$ cat config.mk
export PLATFORM = sky130hd
export DESIGN_NAME = agu_nd_multi_flat
export DESIGN_NICKNAME = d
export VERILOG_FILES = /design/src/rtl/agu_nd_multi_pkg.sv /design/src/rtl/agu_nd_multi_if.sv /design/src/rtl/agu_nd_multi_channel.sv /design/src/rtl/agu_nd_multi.sv /design/src/flat_wrapper.sv
export SDC_FILE = /design/constraint.sdc
export NUM_CORES = 1
export LEC_CHECK = 0
export ABC_AREA = 1
export CAP_MARGIN = 20
export CORE_MARGIN = 2
export CORE_UTILIZATION = 56
export CTS_CLUSTER_DIAMETER = 50
export CTS_CLUSTER_SIZE = 20
export DETAILED_ROUTE_END_ITERATION = 7
export GPL_ROUTABILITY_DRIVEN = 1
export PLACE_DENSITY = 0.8
export SYNTH_ARGS = -nofsm -noshare
export SYNTH_HDL_FRONTEND = slang
export SYNTH_SLANG_ARGS = --single-unit
$ cat constraint.sdc
create_clock -name clk -period 3.65 [get_ports clk]
set_input_delay 0.73 -clock clk [delete_from_list [all_inputs] [get_ports clk]]
set_output_delay 0.73 -clock clk [all_outputs]
set_load 0.005 [all_outputs]
$ cat src/rtl/agu_nd_multi_pkg.sv
// Shared definitions for the multi-channel address generator.
// Build option: AGU_HASH_EN adds the hash-load path (see agu_channel).
package agu_pkg;
  localparam int AGU_ADDR_WIDTH = 12;
  localparam int AGU_NUM_CH     = 4;
  localparam int AGU_STRIDE_W   = 4;
  localparam int AGU_CNT_W      = 12;
  localparam int AW2            = AGU_ADDR_WIDTH + 2;

  // Low bit index of channel c inside a flat bus of w-bit fields.
  function automatic int ch_lo(input int c, input int w);
    return c * w;
  endfunction
endpackage

$ cat src/rtl/agu_nd_multi_if.sv
// Configuration/strobe/address bundle between control FSM and the address generator.
// Hash signals exist only when AGU_HASH_EN is defined.
interface agu_nd_multi_if
  import agu_pkg::*;
#(
  parameter int ADDR_WIDTH = AGU_ADDR_WIDTH,
  parameter int NUM_CH     = AGU_NUM_CH,
  parameter int STRIDE_W   = AGU_STRIDE_W,
  parameter int CNT_W      = AGU_CNT_W
);
  localparam int FULL_W = ADDR_WIDTH + 2;

  logic [NUM_CH-1:0]          cfg_we;
  logic [NUM_CH*FULL_W-1:0]   cfg_start;
  logic [NUM_CH*STRIDE_W-1:0] cfg_stride;
  logic [NUM_CH*CNT_W-1:0]    cfg_row_len;
  logic [NUM_CH*FULL_W-1:0]   cfg_pitch;
  logic [NUM_CH-1:0]          clr_en;
  logic [NUM_CH-1:0]          add_en;
`ifdef AGU_HASH_EN
  logic [NUM_CH-1:0]          hash_en;
  logic [ADDR_WIDTH-1:0]      hash_addr;
  logic                       hash_inc;
`endif
  logic [NUM_CH*FULL_W-1:0]   addr;
  logic [NUM_CH-1:0]          row_wrap;
  logic [NUM_CH-1:0]          busy;

  modport master (
    output cfg_we, cfg_start, cfg_stride, cfg_row_len, cfg_pitch, clr_en, add_en,
`ifdef AGU_HASH_EN
    output hash_en, hash_addr, hash_inc,
`endif
    input  addr, row_wrap, busy
  );

  modport slave (
    input  cfg_we, cfg_start, cfg_stride, cfg_row_len, cfg_pitch, clr_en, add_en,
`ifdef AGU_HASH_EN
    input  hash_en, hash_addr, hash_inc,
`endif
    output addr, row_wrap, busy
  );
endinterface

$ cat src/rtl/agu_nd_multi_channel.sv
// One address-generator channel: shadow config, 2-D row walk, busy/row_wrap flags.
// With AGU_HASH_EN defined a hash load sits between clear and advance in priority.
module agu_channel
  import agu_pkg::*;
#(
  parameter int ADDR_WIDTH = AGU_ADDR_WIDTH,
  parameter int STRIDE_W   = AGU_STRIDE_W,
  parameter int CNT_W      = AGU_CNT_W,
  localparam int FULL_W    = ADDR_WIDTH + 2
) (
  input  logic                  clk,
  input  logic                  rstn,
  input  logic                  cfg_we,
  input  logic [FULL_W-1:0]     cfg_start,
  input  logic [STRIDE_W-1:0]   cfg_stride,
  input  logic [CNT_W-1:0]      cfg_row_len,
  input  logic [FULL_W-1:0]     cfg_pitch,
  input  logic                  clr_en,
  input  logic                  add_en,
`ifdef AGU_HASH_EN
  input  logic                  hash_en,
  input  logic [ADDR_WIDTH-1:0] hash_addr,
  input  logic                  hash_inc,
`endif
  output logic [FULL_W-1:0]     addr,
  output logic                  row_wrap,
  output logic                  busy
);
  logic [FULL_W-1:0]   start_q, pitch_q, row_base_q;
  logic [STRIDE_W-1:0] stride_q;
  logic [CNT_W-1:0]    row_len_q, col_cnt_q;
  logic                wrap_seen_q;
  logic [FULL_W-1:0]   clr_start, next_base;
  logic                last_col;

  // 1-D mode column counter stops at all-ones instead of rolling over.
  function automatic logic [CNT_W-1:0] sat_inc(input logic [CNT_W-1:0] v, input logic sat);
    return (sat && (&v)) ? v : v + CNT_W'(1);
  endfunction

  assign clr_start = cfg_we ? cfg_start : start_q;
  assign next_base = row_base_q + pitch_q;
  assign last_col  = (row_len_q != '0) && (col_cnt_q == row_len_q - CNT_W'(1));

  always_ff @(posedge clk or negedge rstn) begin
    if (!rstn) begin
      start_q     <= '0;
      stride_q    <= '0;
      row_len_q   <= '0;
      pitch_q     <= '0;
      addr        <= '0;
      row_base_q  <= '0;
      col_cnt_q   <= '0;
      row_wrap    <= 1'b0;
      busy        <= 1'b0;
      wrap_seen_q <= 1'b0;
    end else begin
      if (cfg_we) begin
        start_q   <= cfg_start;
        stride_q  <= cfg_stride;
        row_len_q <= cfg_row_len;
        pitch_q   <= cfg_pitch;
      end
      row_wrap <= 1'b0;
      if (clr_en) begin
        addr        <= clr_start;
        row_base_q  <= clr_start;
        col_cnt_q   <= '0;
        busy        <= 1'b1;
        wrap_seen_q <= 1'b0;
      end
`ifdef AGU_HASH_EN
      else if (hash_en) begin
        addr <= start_q + FULL_W'(hash_addr) + FULL_W'(hash_inc);
      end
`endif
      else if (add_en) begin
        if (last_col) begin
          col_cnt_q   <= '0;
          row_base_q  <= next_base;
          addr        <= next_base;
          row_wrap    <= 1'b1;
          wrap_seen_q <= 1'b1;
        end else begin
          addr      <= addr + FULL_W'(stride_q);
          col_cnt_q <= sat_inc(col_cnt_q, row_len_q == '0);
        end
      end else if (wrap_seen_q) begin
        // First idle cycle after a wrap releases the channel.
        busy        <= 1'b0;
        wrap_seen_q <= 1'b0;
      end
    end
  end
endmodule

$ cat src/rtl/agu_nd_multi.sv
// Multi-channel 2-D address generator; slices the flat buses onto NUM_CH agu_channel instances.
// Build option: AGU_HASH_EN enables the per-channel hash load.
module agu_nd_multi
  import agu_pkg::*;
#(
  parameter int ADDR_WIDTH = AGU_ADDR_WIDTH,
  parameter int NUM_CH     = AGU_NUM_CH,
  parameter int STRIDE_W   = AGU_STRIDE_W,
  parameter int CNT_W      = AGU_CNT_W
) (
  input logic           clk,
  input logic           rstn,
  agu_nd_multi_if.slave bus
);
  localparam int FULL_W = ADDR_WIDTH + 2;

  for (genvar c = 0; c < NUM_CH; c++) begin : g_ch
    agu_channel #(
      .ADDR_WIDTH (ADDR_WIDTH),
      .STRIDE_W   (STRIDE_W),
      .CNT_W      (CNT_W)
    ) u_ch (
      .clk         (clk),
      .rstn        (rstn),
      .cfg_we      (bus.cfg_we[c]),
      .cfg_start   (bus.cfg_start[ch_lo(c, FULL_W) +: FULL_W]),
      .cfg_stride  (bus.cfg_stride[ch_lo(c, STRIDE_W) +: STRIDE_W]),
      .cfg_row_len (bus.cfg_row_len[ch_lo(c, CNT_W) +: CNT_W]),
      .cfg_pitch   (bus.cfg_pitch[ch_lo(c, FULL_W) +: FULL_W]),
      .clr_en      (bus.clr_en[c]),
      .add_en      (bus.add_en[c]),
`ifdef AGU_HASH_EN
      .hash_en     (bus.hash_en[c]),
      .hash_addr   (bus.hash_addr),
      .hash_inc    (bus.hash_inc),
`endif
      .addr        (bus.addr[ch_lo(c, FULL_W) +: FULL_W]),
      .row_wrap    (bus.row_wrap[c]),
      .busy        (bus.busy[c])
    );
  end
endmodule

$ cat src/flat_wrapper.sv
// flat-port wrapper written by rule: the top's interface ports become plain ports
module agu_nd_multi_flat import agu_pkg::*;
#(
  parameter int ADDR_WIDTH = AGU_ADDR_WIDTH,
  parameter int NUM_CH     = AGU_NUM_CH,
  parameter int STRIDE_W   = AGU_STRIDE_W,
  parameter int CNT_W      = AGU_CNT_W
)
  (clk, rstn, bus_cfg_we, bus_cfg_start, bus_cfg_stride, bus_cfg_row_len, bus_cfg_pitch, bus_clr_en, bus_add_en, bus_addr, bus_row_wrap, bus_busy);
  agu_nd_multi_if #(.ADDR_WIDTH(ADDR_WIDTH), .NUM_CH(NUM_CH), .STRIDE_W(STRIDE_W), .CNT_W(CNT_W)) bus_i ();
  input logic clk;
  input logic rstn;
  input wire logic [$bits(bus_i.cfg_we)-1:0] bus_cfg_we;
  input wire logic [$bits(bus_i.cfg_start)-1:0] bus_cfg_start;
  input wire logic [$bits(bus_i.cfg_stride)-1:0] bus_cfg_stride;
  input wire logic [$bits(bus_i.cfg_row_len)-1:0] bus_cfg_row_len;
  input wire logic [$bits(bus_i.cfg_pitch)-1:0] bus_cfg_pitch;
  input wire logic [$bits(bus_i.clr_en)-1:0] bus_clr_en;
  input wire logic [$bits(bus_i.add_en)-1:0] bus_add_en;
  output wire logic [$bits(bus_i.addr)-1:0] bus_addr;
  output wire logic [$bits(bus_i.row_wrap)-1:0] bus_row_wrap;
  output wire logic [$bits(bus_i.busy)-1:0] bus_busy;
  assign bus_i.cfg_we = bus_cfg_we;
  assign bus_i.cfg_start = bus_cfg_start;
  assign bus_i.cfg_stride = bus_cfg_stride;
  assign bus_i.cfg_row_len = bus_cfg_row_len;
  assign bus_i.cfg_pitch = bus_cfg_pitch;
  assign bus_i.clr_en = bus_clr_en;
  assign bus_i.add_en = bus_add_en;
  assign bus_addr = bus_i.addr;
  assign bus_row_wrap = bus_i.row_wrap;
  assign bus_busy = bus_i.busy;
  agu_nd_multi #(.ADDR_WIDTH(ADDR_WIDTH), .NUM_CH(NUM_CH), .STRIDE_W(STRIDE_W), .CNT_W(CNT_W)) u_core (.clk(clk), .rstn(rstn), .bus(bus_i));
endmodule
==> impl_metrics.json <==
{
  "status": "completed",
  "switching_share_pct": 35.5,
  "root_buffer": "clkbuf_16",
  "rrSetupSlack_ns": 0.61,
  "vias_per_cell": 5.35,
  "antenna_found_initial": 3,
  "hold_buffers": 0,
  "slew_headroom_pct": 35.3,
  "endpoint_kind": "register",
  "finalSetupTns_ns": 0,
  "rows": 72,
  "grt_usage_pct": 29.8,
  "crit_type": "reg -> reg",
  "grt_most_used_layer": "met2",
  "min_period_ns": 3.04,
  "syn_area_um2": 21700,
  "vias": 20575,
  "syn_inst": 3054,
  "pwr-share-clk_pct": 35.2,
  "cts_sinks": 348,
  "synth-main-ff-cell": "dfrtp_1",
  "power.switching_uw": 4600,
  "final_antenna_net_count": 0,
  "chipHeight_um": 201,
  "area_growth_pct": 20.8,
  "grt_pass1_vias": 20535,
  "grt_setup_unrepaired": "false",
  "synthArstFlopShare_pct": 100,
  "core_area_um2": 38500,
  "gp_congestion": 0.969,
  "cts_max_path_buffers": 3,
  "htree_num_levels": 2,
  "dpl.hpwl_mm": 44.6,
  "ios": 254,
  "crit_slowest_cell": "dfrtp_1",
  "final_cell_mix": "nand2_1 (1261), dfrtp_1 (348), inv_1 (251)",
  "fin_nets": 3561,
  "remaining_drc_errors": 0,
  "yosys_register_bits": 348,
  "slowest_delay_ns": 0.38,
  "cts-resized-gates": 0,
  "synth_cell_types": 43,
  "vdd_drop_max_mv": 0.373,
  "met3_usage_pct": 3.83,
  "hold_violations": 0,
  "powerDensity_nw_per_um2": 494,
  "cp_max_fo": 22,
  "overflow": 0,
  "grt_start_max_net_pins": 90,
  "fin_util_pct": 68.1,
  "met1_usage_pct": 38.7,
  "clk_pin_slew_ns": 0.06,
  "p_leak_uw": 0.0133,
  "final_common_cell": "nand2_1",
  "slew_violations": 0,
  "wl_mm": 59.5,
  "cp-start-kind": "register",
  "die_w_um": 201,
  "power_uw": 12900,
  "seqPwrFrac_pct": 36.6,
  "max_freq_ghz": 0.329,
  "cts_tree": "done",
  "insertion_delay_ns": 0.58,
  "dp.cells": 3758,
  "comb_power_share_pct": 28.2,
  "clock_skew_ns": 0.0166,
  "critical_path_arrival_ns": 3.55,
  "min_path_type": "in -> async",
  "post-route-period-util_pct": 83.2,
  "tightestPinTransition_ns": 0.967,
  "dr.pass1.iters": 5,
  "worstPathCellList": "inv_1 -> ha_1 -> nand3_1 -> nor2_1 -> nand2_1 -> nand3_1 -> nand2_1 -> nor2_2 -> nand3_2 -> nand2_2 -> nand2_2 -> nand2_1 -> nand2_1 -> nand2_1",
  "critPathMostFrequentCell": "nand2_1",
  "synth_edf_count": 0,
  "setup_viol": 0,
  "seq_area_frac_synth_pct": 40.1,
  "synth_nets": 3328,
  "initial_core_util_pct": 56.4,
  "stdcell_count": 3844,
  "dieArea_um2": 40300,
  "numCtsBuffers": 45,
  "wl_per_cell_um": 15.5,
  "cp.required_ns": 4.17,
  "drt_iter0_drc": 1527,
  "grt_use_met2_pct": 50.7,
  "cts_setup_buffers": 0,
  "syn_avg_cell_area_um2": 7.10,
  "maxCapViolCount": 0,
  "yosys_warnings": 0,
  "drive_above_1_share_pct": 4.97,
  "port-buffer-count": 253,
  "grt_pass1_wl_mm": 99.5,
  "p_int_uw": 8350
}
## worst paths after layout
path	from	endpoint	cells past startpoint
worst max register to register	u_core.g_ch[1].u_ch.row_len_q[0]	u_core.g_ch[1].u_ch.col_cnt_q[3]	14
worst min register to register	u_core.g_ch[2].u_ch.wrap_seen_q	u_core.g_ch[2].u_ch.busy	1
worst max-delay path	u_core.g_ch[1].u_ch.row_len_q[0]	u_core.g_ch[1].u_ch.col_cnt_q[3]	14
max in group asynchronous	rstn	u_core.g_ch[2].u_ch.row_base_q[11]	2
min in group clk	u_core.g_ch[2].u_ch.wrap_seen_q	u_core.g_ch[2].u_ch.busy	1
worst min-delay path	rstn	u_core.g_ch[3].u_ch.row_len_q[3]	1
## cells by family (layout without fill, tap and decap cells)
logic type,count (synthesis),in the layout,synth area share [%]
AND/OR/NAND/NOR,1834,1834,35.1
buffers and inverters,352,621,6.49
flip-flops,348,348,40.1
AO/OA/AOI/OAI,293,293,7.38
XOR/XNOR,143,143,5.77
adder cells (fa/ha/maj),84,84,5.12
other,0,3,0
## routing by layer
layer	vias up	part of all wire [%]
met2	647	48
met5	-	0
met1	9606	43
met3	130	5.6
li1	10192	-
met4	0	3.3
## area by class of cell
class,instances,area (um2)
repair buffers,277,2740
fillers,3262,12300
well taps,518,648
clock buffers,50,1160
multi-input cells,2354,11600
diodes,3,7.51
clock inverters,33,373
inverters,261,985
flip-flops and latches,348,8710
## per-stage QoR
| step | hold slack (ns) | instance area [um2] | worst slack [ns] |
|---|---|---|---|
| floorplan | 0.422 | 21700 | 1.56 |
| global placement | 0.434 | 24700 | 0.814 |
| detailed placement | 0.445 | 24700 | 0.707 |
| CTS | 0.181 | 26200 | 0.657 |
| global route | 0.227 | 26200 | 0.255 |
| finish | 0.175 | 26200 | 0.612 |
## flip-flops by register name, indices dropped and copies added (netlist names), 16 cells and up
register,count
u_core.g_ch.u_ch.pitch_q,56
u_core.g_ch.u_ch.row_len_q,48
u_core.g_ch.u_ch.addr,56
u_core.g_ch.u_ch.start_q,56
u_core.g_ch.u_ch.col_cnt_q,48
u_core.g_ch.u_ch.row_base_q,56
u_core.g_ch.u_ch.stride_q,16
## worst max-delay path, delay by kind of cell, from the launching register on
family / cells / cell delay, ns
fa+ha+maj: 1 / 0.20
buf+inv: 1 / 0.11
flops: 1 / 0.38
simple gates: 12 / 2.28
## power by group through the flow
| stage | Sequential, uW | Clock (uW) | Combinational, uW |
|---|---|---|---|
| after floorplan | 4660 | 0 | 2450 |
| after global placement | 4780 | 0 | 3520 |
| after detailed placement | 4790 | 0 | 3620 |
| after CTS | 4730 | 4630 | 3640 |
| after global routing | 4790 | 4780 | 4140 |
| final | 4740 | 4550 | 3660 |
## synth_stat cells (all sizes together), types with 38 or more instances
library cell  count  area share, %
xnor2            59            2.4
a21oi            99            2.3
clkbuf           58            1.0
nand2          1272             22
o21ai           140            3.2
nand3           233            5.6
nand4            38            1.1
inv             256            4.5
nor2            218            4.3
ha               76            4.4
dfrtp           348             40
xor2             84            3.4
Power figures use the tool's default switching activity.
